===== src/rtl/mha_pkg.sv =====
// Shared types and constants for the multi-head attention scheduler.
package mha_pkg;

    localparam int unsigned PHASE_W = 3;

    typedef enum logic [PHASE_W-1:0] {
        PhProj    = 3'd0,
        PhCompat  = 3'd1,
        PhSoftmax = 3'd2,
        PhAttn    = 3'd3,
        PhOutProj = 3'd4
    } phase_e;

    typedef enum logic [1:0] {
        StIdle,
        StStart,
        StWait,
        StFin
    } sched_state_e;

    function automatic phase_e next_phase(input phase_e ph);
        return phase_e'(ph + 3'd1);
    endfunction

endpackage


===== src/rtl/mha_watchdog.sv =====
// Per-phase watchdog: cleared by i_load, counts while i_en, flags expiry at LIMIT cycles.
module mha_watchdog #(
    parameter int unsigned LIMIT = 65535,
    localparam int unsigned CNT_W = $clog2(LIMIT + 1)
) (
    input  logic i_clk,
    input  logic i_reset_n,
    input  logic i_load,
    input  logic i_en,
    output logic o_expired
);

    localparam logic [CNT_W-1:0] LAST_CNT = CNT_W'(LIMIT - 1);

    logic [CNT_W-1:0] r_count;
    logic             w_at_limit;

    assign w_at_limit = (r_count >= LAST_CNT);
    // Expires on the LIMIT-th enabled cycle, so the consumer can leave that same edge.
    assign o_expired  = i_en && w_at_limit;

    always_ff @(posedge i_clk or negedge i_reset_n) begin
        if (!i_reset_n) begin
            r_count <= '0;
        end else if (i_load) begin
            r_count <= '0;
        end else if (i_en && !w_at_limit) begin
            r_count <= r_count + 1'b1;
        end
    end

endmodule


===== src/rtl/mha_scheduler.sv =====
// Sequences every head through PROJ/COMPAT/SOFTMAX/ATTN, then one OUT_PROJ phase.
// Optional phase watchdog built only when MHA_SCHED_TIMEOUT_EN is defined.
module mha_scheduler
    import mha_pkg::*;
#(
    parameter int unsigned N_HEADS        = 3,
    parameter int unsigned TIMEOUT_CYCLES = 65535,
    localparam int unsigned HEAD_W        = (N_HEADS > 1) ? $clog2(N_HEADS) : 1
) (
    input  logic              i_clk,
    input  logic              i_reset_n,
    input  logic              i_init,
    output logic              o_ready,
    output logic              o_done,
    output logic              o_phase_start,
    output logic [2:0]        o_phase_sel,
    output logic [HEAD_W-1:0] o_head_idx,
    input  logic              i_phase_done,
    output logic              o_timeout_err
);

    localparam logic [HEAD_W-1:0] LAST_HEAD = HEAD_W'(N_HEADS - 1);

    sched_state_e      r_state;
    phase_e            r_phase;
    logic [HEAD_W-1:0] r_head;
    logic              r_ready;
    logic              r_done;
    logic              r_phase_start;
    logic              w_expired;

    always_ff @(posedge i_clk or negedge i_reset_n) begin
        if (!i_reset_n) begin
            r_state       <= StIdle;
            r_phase       <= PhProj;
            r_head        <= '0;
            r_ready       <= 1'b1;
            r_done        <= 1'b0;
            r_phase_start <= 1'b0;
        end else begin
            case (r_state)
                StIdle: begin
                    if (i_init) begin
                        r_state       <= StStart;
                        r_phase       <= PhProj;
                        r_head        <= '0;
                        r_ready       <= 1'b0;
                        r_phase_start <= 1'b1;
                    end
                end
                StStart: begin
                    r_phase_start <= 1'b0;
                    r_state       <= StWait;
                end
                StWait: begin
                    if (i_phase_done) begin
                        if (r_phase == PhOutProj) begin
                            r_state <= StFin;
                            r_done  <= 1'b1;
                            r_phase <= PhProj;
                        end else begin
                            r_state       <= StStart;
                            r_phase_start <= 1'b1;
                            if (r_phase != PhAttn) begin
                                r_phase <= next_phase(r_phase);
                            end else if (r_head != LAST_HEAD) begin
                                r_head  <= r_head + 1'b1;
                                r_phase <= PhProj;
                            end else begin
                                r_head  <= '0;
                                r_phase <= PhOutProj;
                            end
                        end
                    end else if (w_expired) begin
                        // Engine hung: abandon the pass without a done pulse.
                        r_state <= StIdle;
                        r_ready <= 1'b1;
                        r_phase <= PhProj;
                        r_head  <= '0;
                    end
                end
                StFin: begin
                    r_done  <= 1'b0;
                    r_state <= StIdle;
                    r_ready <= 1'b1;
                end
                default: begin
                    r_state <= StIdle;
                    r_ready <= 1'b1;
                end
            endcase
        end
    end

`ifdef MHA_SCHED_TIMEOUT_EN
    logic r_timeout_err;

    mha_watchdog #(
        .LIMIT (TIMEOUT_CYCLES)
    ) u_watchdog (
        .i_clk     (i_clk),
        .i_reset_n (i_reset_n),
        .i_load    (r_state == StStart),
        .i_en      (r_state == StWait),
        .o_expired (w_expired)
    );

    always_ff @(posedge i_clk or negedge i_reset_n) begin
        if (!i_reset_n) begin
            r_timeout_err <= 1'b0;
        end else if (r_state == StIdle && i_init) begin
            r_timeout_err <= 1'b0;
        end else if (r_state == StWait && !i_phase_done && w_expired) begin
            r_timeout_err <= 1'b1;
        end
    end

    assign o_timeout_err = r_timeout_err;
`else
    assign w_expired     = 1'b0;
    assign o_timeout_err = 1'b0;
`endif

    assign o_ready       = r_ready;
    assign o_done        = r_done;
    assign o_phase_start = r_phase_start;
    assign o_phase_sel   = r_phase;
    assign o_head_idx    = r_head;

endmodule


===== config.mk =====
export PLATFORM = sky130hd
export DESIGN_NAME = mha_scheduler
export DESIGN_NICKNAME = d
export VERILOG_FILES = /design/src/rtl/mha_pkg.sv /design/src/rtl/mha_watchdog.sv /design/src/rtl/mha_scheduler.sv
export SDC_FILE = /design/constraint.sdc
export NUM_CORES = 1
export LEC_CHECK = 0
export ABC_AREA = 1
export BUFFER_PORTS_ARGS = -buffer_cell sky130_fd_sc_hd__buf_4
export CAP_MARGIN = 20
export CORE_AREA = 2 2 39 41
export DETAILED_ROUTE_END_ITERATION = 12
export DIE_AREA = 0 0 41 43
export GPL_ROUTABILITY_DRIVEN = 0
export PLACE_DENSITY = 0.66
export SLEW_MARGIN = 20
export SYNTH_ARGS = -nofsm -noshare
export SYNTH_HDL_FRONTEND = slang
export SYNTH_SLANG_ARGS = --single-unit
export TNS_END_PERCENT = 1

===== constraint.sdc =====
create_clock -name i_clk -period 2.39 [get_ports i_clk]
set_input_delay 0.239 -clock i_clk [delete_from_list [all_inputs] [get_ports i_clk]]
set_output_delay 0.239 -clock i_clk [all_outputs]
set_load 0.05 [all_outputs]

==> metrics <==
Routed Antenna Nets=0; Setup crit start kind=flip-flop; Resize count post-CTS=0; Min Hold Slack=230 ps; Initial Util=0.400; predominant post-synthesis flop cell=dfrtp_1; Gate Count Post-Synth=a little over 70; critical path's top delay family=flip-flops; Max Clk Rate=between 800 and 900 MHz; required time of the critical path=~2200 ps; chip height=about 43 um; clock latency on the worst-skew pair=approximately 280 ps; grt ovf=0; Ys Warns=0; number of flops mapped to enable cells by yosys=0; core footprint=approximately 0.0014 sq mm; pin count of the biggest net entering global routing=11; clk_skew=2.85 ps; 1st-pass router iterations=5; main combinational cell family by area after synthesis=simple AND/OR/NAND/NOR gates; Syn Std Cell Area=roughly 550 sq um; leak pwr=0.379 nW; final setup violating endpoints=0; Num Clock Sinks=10; Routed WL per cell=~11 um; pwr dens=roughly 1400 mW/mm^2; DP HPWL=roughly 860 um; Slew Viols, Final=0; mux cell area share after synthesis=0; WP data arrival=~990 ps; CTS Root Cell=clkbuf_4; initial antenna violation count=0; Final period util=0.515; routed wire length=~1100 um; Clock Pin Slew Worst Setup and Hold Paths=roughly 70 ps; Synth Net Count=77; Slowest cell on crit path=dfstp_2; fill cell count=140; CTS tree=built; Die W=41 um; CP Cell Sequence=buf_4; drc violations=0; top cell type's share of synthesized area=0.407; most instantiated library cell after synthesis=nand2_1; Final nets=93; cell type with the largest total area after synthesis=dfrtp_1; # IOs=13; critical path class=reg2out; XOR/XNOR Fraction of Synth Area=0; total track usage=0.167; Vias=497; post-layout min period=about 1200 ps; Peak VDD IR=0.000609 V; crit path max fanout=2; fraction of registers with async set/reset=1.00; Mean Syn Cell Area=roughly 7.8 sq um; die area=0.00176 sq mm; global-route wire length before repair=1900 um; RSZ-0062 raised after global routing=false; Area contributors post-synth=dfrtp_1 (41%), nand2_1 (14%), nand3_1 (7.2%), inv_1 (6.1%), dfstp_2 (4.8%); Critical Path Max Stage Delay=between 500 and 600 ps; sequential area share after synthesis=0.455; vias in the first global route=452; fraction of layout cells with a size suffix above 1=0.267; DRT iter0 DRCs=8; run status=complete, no violations; CP Capture Type=output pin; Longest Clk Path Bufs=2; row count=14; Fin. Hold Viols=0; synth cell count leaders=nand2_1 (21), dfrtp_1 (9), inv_1 (9), nand3_1 (8), nor2_1 (5); Num CTS Buffers=3; htree depth=1; Vias per Instance=4.87; simple-gate share of the synthesized area=0.342; WP buf/inv=1; Synth Area in Adders=0.0452; maxcap violations=0; Compound-Gate Fraction of Synth Area=0.0701; Antenna diodes=0; #FFs+latches synth=10; port bufs=11; Worst Hold Class=in2reg; post-synth cell types=19; postcts setup bufs=0; final core occ=0.495; final setup TNS=0 ps; P&R area growth vs syn=23.8%
logic make-up (layout without fill, tap and decap cells):
logic type	Yosys count	after routing
buffers and inverters	11	26
adders and majority gates	2	2
other	1	1
and+or+nand+nor	41	41
DFF	10	10
AOI/OAI and AO/OA	6	6
flip-flops by register name (all words and copies together) (netlist names):
signal	cells
o_phase_sel	3
o_head_idx	2
r_state	2
o_done	1
o_phase_start	1
o_ready	1
repair_timing:
action	CTS	global route
hold buffers	1	0
endpoints found under the hold margin	10	0
endpoints found under the setup margin	0	0
per-layer routing:
metal  wire [um]  up-vias  share of wire  track usage
met1         500      228           0.44        0.220
met2         558       13           0.49        0.234
met4          51        0          0.045        0.140
met3          32        5          0.028       0.0157
met5           0        -              0            0
li1            -      251              -            -
placed cells by master, fill, tap and decap left out, drive strengths merged:
| cell type | synthesis | final |
|---|---|---|
| o211ai | 1 | 1 |
| nand3 | 9 | 9 |
| dfstp | 1 | 1 |
| dfrtp | 9 | 9 |
| nor3 | 1 | 1 |
| ha | 2 | 2 |
| conb | 1 | 1 |
| clkbuf | 0 | 4 |
| inv | 10 | 10 |
| dlygate4sd3 | 0 | 1 |
| o21bai | 1 | 1 |
| nand2 | 25 | 25 |
| nor2 | 6 | 6 |
| o21ai | 4 | 4 |
| buf | 1 | 11 |
cell type report:
type                            count  area [sq um]  share of cell area
Clock buffer                        4          26.3              0.0384
Inverter                           10          37.5              0.0548
Multi-Input combinational cell     50           256               0.375
Sequential cell                    10           251               0.367
Tap cell                           16          20.0              0.0293
Timing Repair Buffer               12          92.6               0.135
power by group:
group | leakage, nW | internal [mW] | switching (mW) | total, mW
Sequential | 0.129 | 0.241 | 0.0626 | 0.304
Clock | 0.0150 | 0.0648 | 0.0666 | 0.131
Combinational | 0.235 | 0.159 | 0.364 | 0.523
Total | 0.379 | 0.465 | 0.493 | 0.958
stage by stage:
stage / total power, mW / setup WS [ps] / std cells / cell area, sq um
2_1_floorplan: 0.693 / 954 / 71 / 553
3_3_place_gp: 0.828 / 1260 / 97 / 648
3_5_place_dp: 0.833 / 1210 / 97 / 648
4_1_cts: 0.965 / 1160 / 102 / 684
5_1_grt: 1.03 / 1100 / 102 / 684
6_report: 0.958 / 1160 / 102 / 684
final timing paths:
check,from,to,slack [ps],depth (start not counted)
hold reg to reg,o_ready$_DFFE_PN1P_,o_ready$_DFFE_PN1P_,460,2
hold / removal,i_init,o_ready$_DFFE_PN1P_,230,4
max in group asynchronous,i_reset_n,o_ready$_DFFE_PN1P_,1850,2
setup / recovery,o_ready$_DFFE_PN1P_,o_ready,1160,1
setup reg to reg,o_phase_sel[0]$_DFFE_PN0P_,o_phase_start$_DFFE_PN0P_,1210,6
min in group asynchronous,i_reset_n,r_state[1]$_DFFE_PN0P_,320,2
Note: power is estimated with default switching activity, not from simulation.
